<file path="src/rtl/mem_arbiter.sv">
// Purpose: shares one single-ported synchronous memory between fetch (I) and load/store (D) requesters.
// Latency: grant and memory issue are combinational with the request; rvalid/rdata follow MEM_LAT+1 cycles after issue.
// Backpressure: one transaction outstanding; requests seen while busy wait ungranted with stall held high.
module mem_arbiter #(
  parameter int ADDR_W    = 14,
  parameter int MEM_LAT   = 2,
  parameter int MAX_D_RUN = 2
) (
  input  logic              clk,
  input  logic              rst,
  input  logic              i_req,
  input  logic [31:0]       i_addr,
  output logic              i_gnt,
  output logic              i_rvalid,
  output logic [31:0]       i_rdata,
  input  logic              d_req,
  input  logic              d_we,
  input  logic [31:0]       d_addr,
  input  logic [31:0]       d_wdata,
  input  logic [3:0]        d_be,
  output logic              d_gnt,
  output logic              d_rvalid,
  output logic [31:0]       d_rdata,
  output logic              m_en,
  output logic [3:0]        m_we,
  output logic [ADDR_W-1:0] m_addr,
  output logic [31:0]       m_wdata,
  input  logic [31:0]       m_rdata,
  output logic              stall
);

  localparam int LAT_W = (MEM_LAT > 1) ? $clog2(MEM_LAT) : 1;
  localparam int RUN_W = $clog2(MAX_D_RUN + 1);
  localparam logic [LAT_W-1:0] LAT_INIT = LAT_W'(MEM_LAT - 1);
  localparam logic [RUN_W-1:0] RUN_MAX  = RUN_W'(MAX_D_RUN);

  typedef enum logic [1:0] {
    IDLE = 2'd0,
    WAIT = 2'd1,
    RESP = 2'd2
  } state_t;

  state_t           state_q, state_d;
  logic [LAT_W-1:0] lat_cnt_q, lat_cnt_d;
  logic [RUN_W-1:0] d_run_q, d_run_d;
  logic             owner_i_q, owner_i_d;
  logic             owner_st_q, owner_st_d;
  logic [31:0]      i_rdata_q, i_rdata_d;
  logic [31:0]      d_rdata_q, d_rdata_d;
  logic             free;
  logic             grant_i;
  logic             grant_d;

  // Only the word-address bits reach the memory; the rest are intentionally dropped.
  logic unused_addr_bits;
  assign unused_addr_bits = ^{i_addr[31:ADDR_W+2], i_addr[1:0], d_addr[31:ADDR_W+2], d_addr[1:0]};

  // Arbitration, next-state and datapath capture; reset gates every grant so requests are ignored.
  always_comb begin
    state_d    = state_q;
    lat_cnt_d  = lat_cnt_q;
    d_run_d    = d_run_q;
    owner_i_d  = owner_i_q;
    owner_st_d = owner_st_q;
    i_rdata_d  = i_rdata_q;
    d_rdata_d  = d_rdata_q;
    grant_i    = 1'b0;
    grant_d    = 1'b0;
    free       = rst && (state_q != WAIT);

    if (free) begin
      if (d_req && i_req) begin
        // D normally wins, but I is forced through after MAX_D_RUN back-to-back D wins.
        if (d_run_q == RUN_MAX) grant_i = 1'b1;
        else                    grant_d = 1'b1;
      end else if (d_req) begin
        grant_d = 1'b1;
      end else if (i_req) begin
        grant_i = 1'b1;
      end
    end

    case (state_q)
      IDLE, RESP: begin
        if (grant_i || grant_d) begin
          state_d    = WAIT;
          lat_cnt_d  = LAT_INIT;
          owner_i_d  = grant_i;
          owner_st_d = grant_d && d_we;
        end else begin
          state_d = IDLE;
        end
      end
      WAIT: begin
        if (lat_cnt_q == '0) begin
          state_d = RESP;
          // Stores return no data; their completion clears d_rdata.
          if (owner_i_q)       i_rdata_d = m_rdata;
          else if (owner_st_q) d_rdata_d = '0;
          else                 d_rdata_d = m_rdata;
        end else begin
          lat_cnt_d = lat_cnt_q - 1'b1;
        end
      end
      default: state_d = IDLE;
    endcase

    if (grant_i) begin
      d_run_d = '0;
    end else if (grant_d) begin
      if (!i_req)                d_run_d = '0;
      else if (d_run_q != RUN_MAX) d_run_d = d_run_q + 1'b1;
    end
  end

  // State and datapath registers with synchronous active-low reset.
  always_ff @(posedge clk) begin
    if (!rst) begin
      state_q    <= IDLE;
      lat_cnt_q  <= '0;
      d_run_q    <= '0;
      owner_i_q  <= 1'b0;
      owner_st_q <= 1'b0;
      i_rdata_q  <= '0;
      d_rdata_q  <= '0;
    end else begin
      state_q    <= state_d;
      lat_cnt_q  <= lat_cnt_d;
      d_run_q    <= d_run_d;
      owner_i_q  <= owner_i_d;
      owner_st_q <= owner_st_d;
      i_rdata_q  <= i_rdata_d;
      d_rdata_q  <= d_rdata_d;
    end
  end

  assign i_gnt    = grant_i;
  assign d_gnt    = grant_d;
  assign m_en     = grant_i || grant_d;
  assign m_we     = grant_d ? (d_be & {4{d_we}}) : 4'b0000;
  assign m_addr   = grant_d ? d_addr[ADDR_W+1:2] : (grant_i ? i_addr[ADDR_W+1:2] : '0);
  assign m_wdata  = grant_d ? d_wdata : 32'd0;
  assign i_rvalid = rst && (state_q == RESP) && owner_i_q;
  assign d_rvalid = rst && (state_q == RESP) && !owner_i_q;
  assign i_rdata  = i_rdata_q;
  assign d_rdata  = d_rdata_q;
  assign stall    = rst && ((i_req && !grant_i) || (d_req && !grant_d) || (state_q == WAIT));

endmodule

</file>
<file path="config.mk">
export PLATFORM = sky130hd
export DESIGN_NAME = mem_arbiter
export DESIGN_NICKNAME = d
export VERILOG_FILES = /design/src/rtl/mem_arbiter.sv
export SDC_FILE = /design/constraint.sdc
export NUM_CORES = 1
export LEC_CHECK = 0
export ABC_AREA = 1
export BUFFER_PORTS_ARGS = -buffer_cell sky130_fd_sc_hd__buf_2
export CAP_MARGIN = 25
export CORE_ASPECT_RATIO = 0.9
export CORE_MARGIN = 2
export CORE_UTILIZATION = 35
export DETAILED_ROUTE_END_ITERATION = 10
export GPL_TIMING_DRIVEN = 0
export PLACE_DENSITY = 0.84
export SYNTH_ARGS = -nofsm -noshare
export SYNTH_HDL_FRONTEND = slang
export SYNTH_SLANG_ARGS = --single-unit
export TNS_END_PERCENT = 5
</file>
<file path="constraint.sdc">
create_clock -name clk -period 2.1 [get_ports clk]
set_input_delay 0.42 -clock clk [delete_from_list [all_inputs] [get_ports clk]]
set_output_delay 0.42 -clock clk [all_outputs]
set_load 0.02 [all_outputs]
</file>
# ---- After elaboration in Yosys (flattened, before gate mapping)
# Cells that the tools add are included.
dict set report totals {
  elab_cells 67
  ff_bits 71
  input_bits 137
  output_inout_bits 120
}
dict set report classes {
  reduce_logical 24
  n_eq_ne 8
  muxes 22
  add_sub_neg 2
  n_bitwise 4
}
# op count
set ops {}
lappend ops {{2-to-1 mux 32 bit} 2}
lappend ops {{2-to-1 mux 14 bit} 2}
lappend ops {{2-to-1 mux 1 bit} 12}
lappend ops {{logical AND 1 bit} 9}
lappend ops {{2-to-1 mux 2 bit} 3}
lappend ops {{inequality test 2 bit, second input constant} 3}
lappend ops {{AND reduction 2 bit} 3}
lappend ops {{AND reduction 3 bit} 2}
lappend ops {{AND 4 bit} 1}
lappend ops {{equality test 2 bit, second input constant} 2}
lappend ops {{2-to-1 mux 4 bit} 1}
lappend ops {{inequality test 2 x 1 -> 1 bit, second input constant} 2}
lappend ops {{one-hot mux 2 bit (2 select lines)} 1}
lappend ops {{OR reduction 2 bit} 2}
lappend ops {{zero test 1 bit} 3}
lappend ops {{logical OR 1 bit} 3}
lappend ops {{inverter 1 bit} 3}
lappend ops {{adder 2 x 1 -> 2 bit, second input constant} 1}
lappend ops {{equality test 2 x 1 -> 1 bit, second input constant} 1}
lappend ops {{zero test 2 bit} 1}
lappend ops {{one-hot mux 1 bit (2 select lines)} 1}
lappend ops {{nonzero test 2 bit} 1}
lappend ops {{subtractor 1 bit, second input constant} 1}

# ---- Depth between registers and ports, before layout
dict set report logic_depth {
  ltp_word 9
  mapped_depth 9
  ltp_nobuf 9
}

# ---- Least setup slack after synthesis
# Ideal clock, no wire load.
dict set report synth_path {
  kind {register to output}
  start {reg d_run_q[0]}
  end {out m_addr[10]}
  stages_incl_launch_ff 9
  arrival_time_ns 1.426
  required_ns 1.680
  slack_ns 0.254
  path_cell_list {dfxtp_1 > inv_1 > ha_1 > nand2_1 > nand2_1 > nor2_4 > buf_4 > nand2_1 > nand2_1}
}
dict set report synth_via {
  word_cells_on_any_way 9
  classes_between {1 x eq/ne; 8 x mux}
}
# item line_no
set synth_rtl {}
lappend synth_rtl {{start: declaration} 45} ;# logic [RUN_W-1:0] d_run_q, d_run_d;
lappend synth_rtl {{start signal: assignment} 129} ;# d_run_q <= d_run_d;
lappend synth_rtl {{equality test 2 bit} 74} ;# if (d_run_q == RUN_MAX) grant_i = 1'b1;
lappend synth_rtl {{2-to-1 mux 1 bit} 74}
lappend synth_rtl {{2-to-1 mux 1 bit} 72} ;# if (d_req && i_req) begin
lappend synth_rtl {{2-to-1 mux 1 bit} 71} ;# if (free) begin
lappend synth_rtl {{net d_gnt} 21} ;# output logic d_gnt,
lappend synth_rtl {{2-to-1 mux 14 bit} 141} ;# assign m_addr = grant_d ? d_addr[ADDR_W+1:2] : (grant_i ? i_addr[ADDR_W+1:2] : '0);
lappend synth_rtl {{end: declaration} 26} ;# output logic [ADDR_W-1:0] m_addr,
# The timed path passes the listed nets, and every way through them passes these cells.

# ---- Worst setup path after layout
dict set report layout_path {
  start {reg d_run_q[0]}
  end {out m_addr[10]}
}
dict set report layout_via {
  elab_chain_cells 6
  word_cells_on_any_way 9
  classes_between {1 x eq/ne; 8 x mux}
}
# item line_no
set layout_lines {}
lappend layout_lines {{equality test 2 bit (*)} 74}
lappend layout_lines {{2-to-1 mux 1 bit} 74}
lappend layout_lines {{2-to-1 mux 1 bit} 72}
lappend layout_lines {{2-to-1 mux 1 bit} 71}
lappend layout_lines {{2-to-1 mux 14 bit} 141}
lappend layout_lines {{2-to-1 mux 14 bit (*)} 141}
# Mark *: on every way between the ends. The rest lies on a longest branch, timed or not.

==> results.toml <==
[yosys]
synth_top_family_by_area = "simple AND/OR/NAND/NOR gates"
yosysWarningCount = 0
ys_seq_area_share_pct = 44.39
ys_types = 23
syn_area_per_cell_um2 = 7.022
netlist_instances = 456
synth_nets = 595
ys_ff_latch = 71
synth-xor-area-share_pct = 0
synth_fa_ha_area_share_pct = 0.7816
synthSimpleGateAreaFrac_pct = 31.54
synthMuxAreaShare_pct = 0
synth_area_mm2 = 0.003202
synth_compound_area_share_pct = 11.76

[floorplanning]
floorplan.initialDensity_pct = 35.57
core_region_area_mm2 = 0.009001
die_h_um = 94.74
num_rows = 33
die_w_um = 104.8
die_area_mm2 = 0.009930
pin_count = 257

[power]
p_comb_share_pct = 19.4
leakage_nw = 2.733
p_int_mw = 2.246
power.density_mw_per_mm2 = 619.7
p_sw_mw = 0.8941
clock_power_share_pct = 35.7
ir_drop_v = 0.0003676
switching_share_pct = 28.48
p_seq_share_pct = 44.8

[placement]
hpwl_um = 7912
place_inst = 797
place.gp.congestion = 0.7777
io_buffers = 219

[cells_and_area]
nFillCells = 886
n_antenna_cell = 0
fin_util_pct = 56.28
fin_nets = 842
layout-drive-gt1-share_pct = 44.13
fin_cells = 829
areaGrowthSynthToFinish_pct = 58.23

[setup_path]
cp-endpoint = "m_addr[10]"
cp-start-kind = "flop"
worstReg2RegEnd = "d_rdata[26]"
critical_path_buf_inv_count = 3
crit_fanout = 5
critPathRequiredTime_ns = 1.68
setup.worst_path.start = "d_run_q[0]"
crit_arrival_ns = 1.66
crit_cells = 9
end_kind = "output port"
r2r_setup_slack_ns = 0.58
critPathKind = "flop to output port"
path_cells = "inv_4 -> ha_4 -> nand2_4 -> nand2_4 -> nor2_4 -> buf_6 -> nand2_1 -> nand2_1 -> buf_6"
cp_top_family = "simple AND/OR/NAND/NOR gates"
r2r_start = "state_q[0]"
critPathMaxStageDelay_ns = 0.35
slowest_stage = "dfxtp_2"
reg2reg_depth = 7

[drt]
ant_nets = 0
drt-total-wl_um = 11080
drt_iter0_drc = 156
wl_per_cell_um = 13.37
dr_total_vias = 3818
drtPass1Iterations = 4
viasPerCell = 4.606
route.detailed.drc = 0

[flow_run]
drv_cap = 0

[clock_network]
cts_tree = "done"
clk_latency_ns = 0.34
h-tree-depth = 3
hold_buffers = 0
cts-root-buf = "clkbuf_8"
cts-buffers-inserted = 9
clockBufferDepth = 2
clkSinkCount = 71
clkTransAtPathRegs_ns = 0.08

[global_route]
grt_pass1_wl_um = 16390
grt_antenna_before_repair = 0
grt-ovfl-total = 0
grt_start_max_net_pins = 13
grt_pass1_vias = 3312
track_usage_pct = 20.69

[sta]
setup_violations = 0
worst_pin_slew_ns = 0.4943
rsz0062_at_grt = "yes"
drv_slew = 0
fin_crit_sh_pct = 98.96
final-hold-violation-count = 0
period_minus_slack_ns = 2.078
slew_headroom_pct = 67.05
fin_skew_ns = 0.009227
fmax_mhz = 481.2

[run_status]
outcome = "finished, final reports clean"

[worst_hold_path]
min_path_type = "input port to flop"
hold_depth = 3
flip-flops by register name, summed over array words and instances (netlist names):
register / count
d_rdata: 32
d_run_q: 2
i_rdata: 32
lat_cnt_q: 1
owner_i_q: 1
owner_st_q: 1
state_q: 2
cell families (layout without fill, tap and decap cells):
logic type                 Yosys count  in the layout
and+or+nand+nor                    234            234
AOI/OAI and AO/OA                   75             75
buffers and inverters               74            325
DFF                                 71             71
adders and majority gates            2              2
power by group through the flow:
stage	Combinational, mW	Sequential (mW)	Clock, mW
finish	0.610	1.41	1.12
global route	0.663	1.41	1.23
CTS	0.573	1.41	1.16
detailed placement	0.526	1.44	0
global placement	0.522	1.44	0
floorplan	0.255	1.48	0
cell usage in the layout (no fill, tap or decap), types with 5 or more instances in the layout:
cell      synthesis  routed
inv_1            42      40
nand2_4           1       5
nand3_1          46      41
clkbuf_1          8       5
clkbuf_8          0      12
dfxtp_1          71      69
buf_2             7     207
nor2_1          100      99
a21oi_1          39      39
nand2_2           0      12
buf_4             4      21
buf_6             9      30
nand3_2           1       5
o21ai_0          35      34
nand2_1          76      60
worst min-delay path by stage:
stage                     slack, ns         from     endpoint
after floorplan                0.44   d_run_q[0]   d_run_q[0]
after global placement         0.45  d_rdata[24]  d_rdata[24]
after detailed placement       0.45   d_rdata[5]   d_rdata[5]
after CTS                      0.29   m_rdata[6]   i_rdata[6]
after global routing           0.29   m_rdata[1]   i_rdata[1]
final                          0.31   m_rdata[6]   i_rdata[6]
routing by layer:
layer  up-vias  share of wire (%)  track usage, %  wire [µm]
li1       1944                  -               -          -
met1      1737                 46           27.26       5093
met2       124                 47           33.12       5264
met3        13                5.4           6.418        596
met4         0                1.2           5.333        128
met5         -                  0               0          0
cell type report:
type	count	area, µm²	share of cell area (%)
buffer	29	222.7	4.396
tap	122	152.6	3.013
clock buffer	11	151.4	2.988
sequential	71	1426	28.16
timing repair buffer	236	1345	26.55
clock inverter	4	53.80	1.062
inverter	45	173.9	3.433
multi-input combinational	311	1540	30.40
tightest hold or removal path, cell delays in order:
cell and delay [ns]:
buf_2 0.08, nor2_1 0.04, nor2_1 0.08
metrics by stage:
stage	instance area, µm²	hold WS [ns]	setup slack (ns)	setup TNS (ns)	total power [mW]
floorplan	3202	0.4403	0.2535	0	1.732
global placement	4451	0.4483	-0.004386	-0.004386	1.960
detailed placement	4451	0.4532	-0.01499	-0.03199	1.965
CTS	4882	0.2929	0.003179	0	3.139
global route	5066	0.2944	-0.07304	-0.9224	3.301
finish	5066	0.3130	0.02177	0	3.140
cell usage after synthesis:
library cell	n	area [µm²]
inv_1	42	157.7
buf_1	1	3.750
ha_1	2	25.02
nor3_1	1	5.000
nor2_1	100	375.4
clkbuf_1	8	30.03
nor3_4	2	32.53
nand4_2	1	12.51
o21ai_0	35	175.2
buf_4	4	30.03
dfxtp_1	71	1421
a21oi_1	39	195.2
nor2_4	2	22.52
o22ai_1	1	6.260
nand3_1	46	230.2
buf_2	7	35.03
nand3_2	1	10.01
nor4_1	2	12.51
inv_2	3	11.26
nand2_4	1	11.26
nand2_1	76	285.3
buf_6	9	101.4
nand4_1	2	12.51
timing repair:
| action | CTS | global route |
|---|---|---|
| endpoints found under the hold margin | 0 | 0 |
| buffers inserted | 11 | 4 |
| resized for setup | 45 | 45 |
| endpoints found under the setup margin | 48 | 52 |
| pin swaps | 8 | 18 |
| cloned | 2 | 0 |
Power figures use the tool's default switching activity.
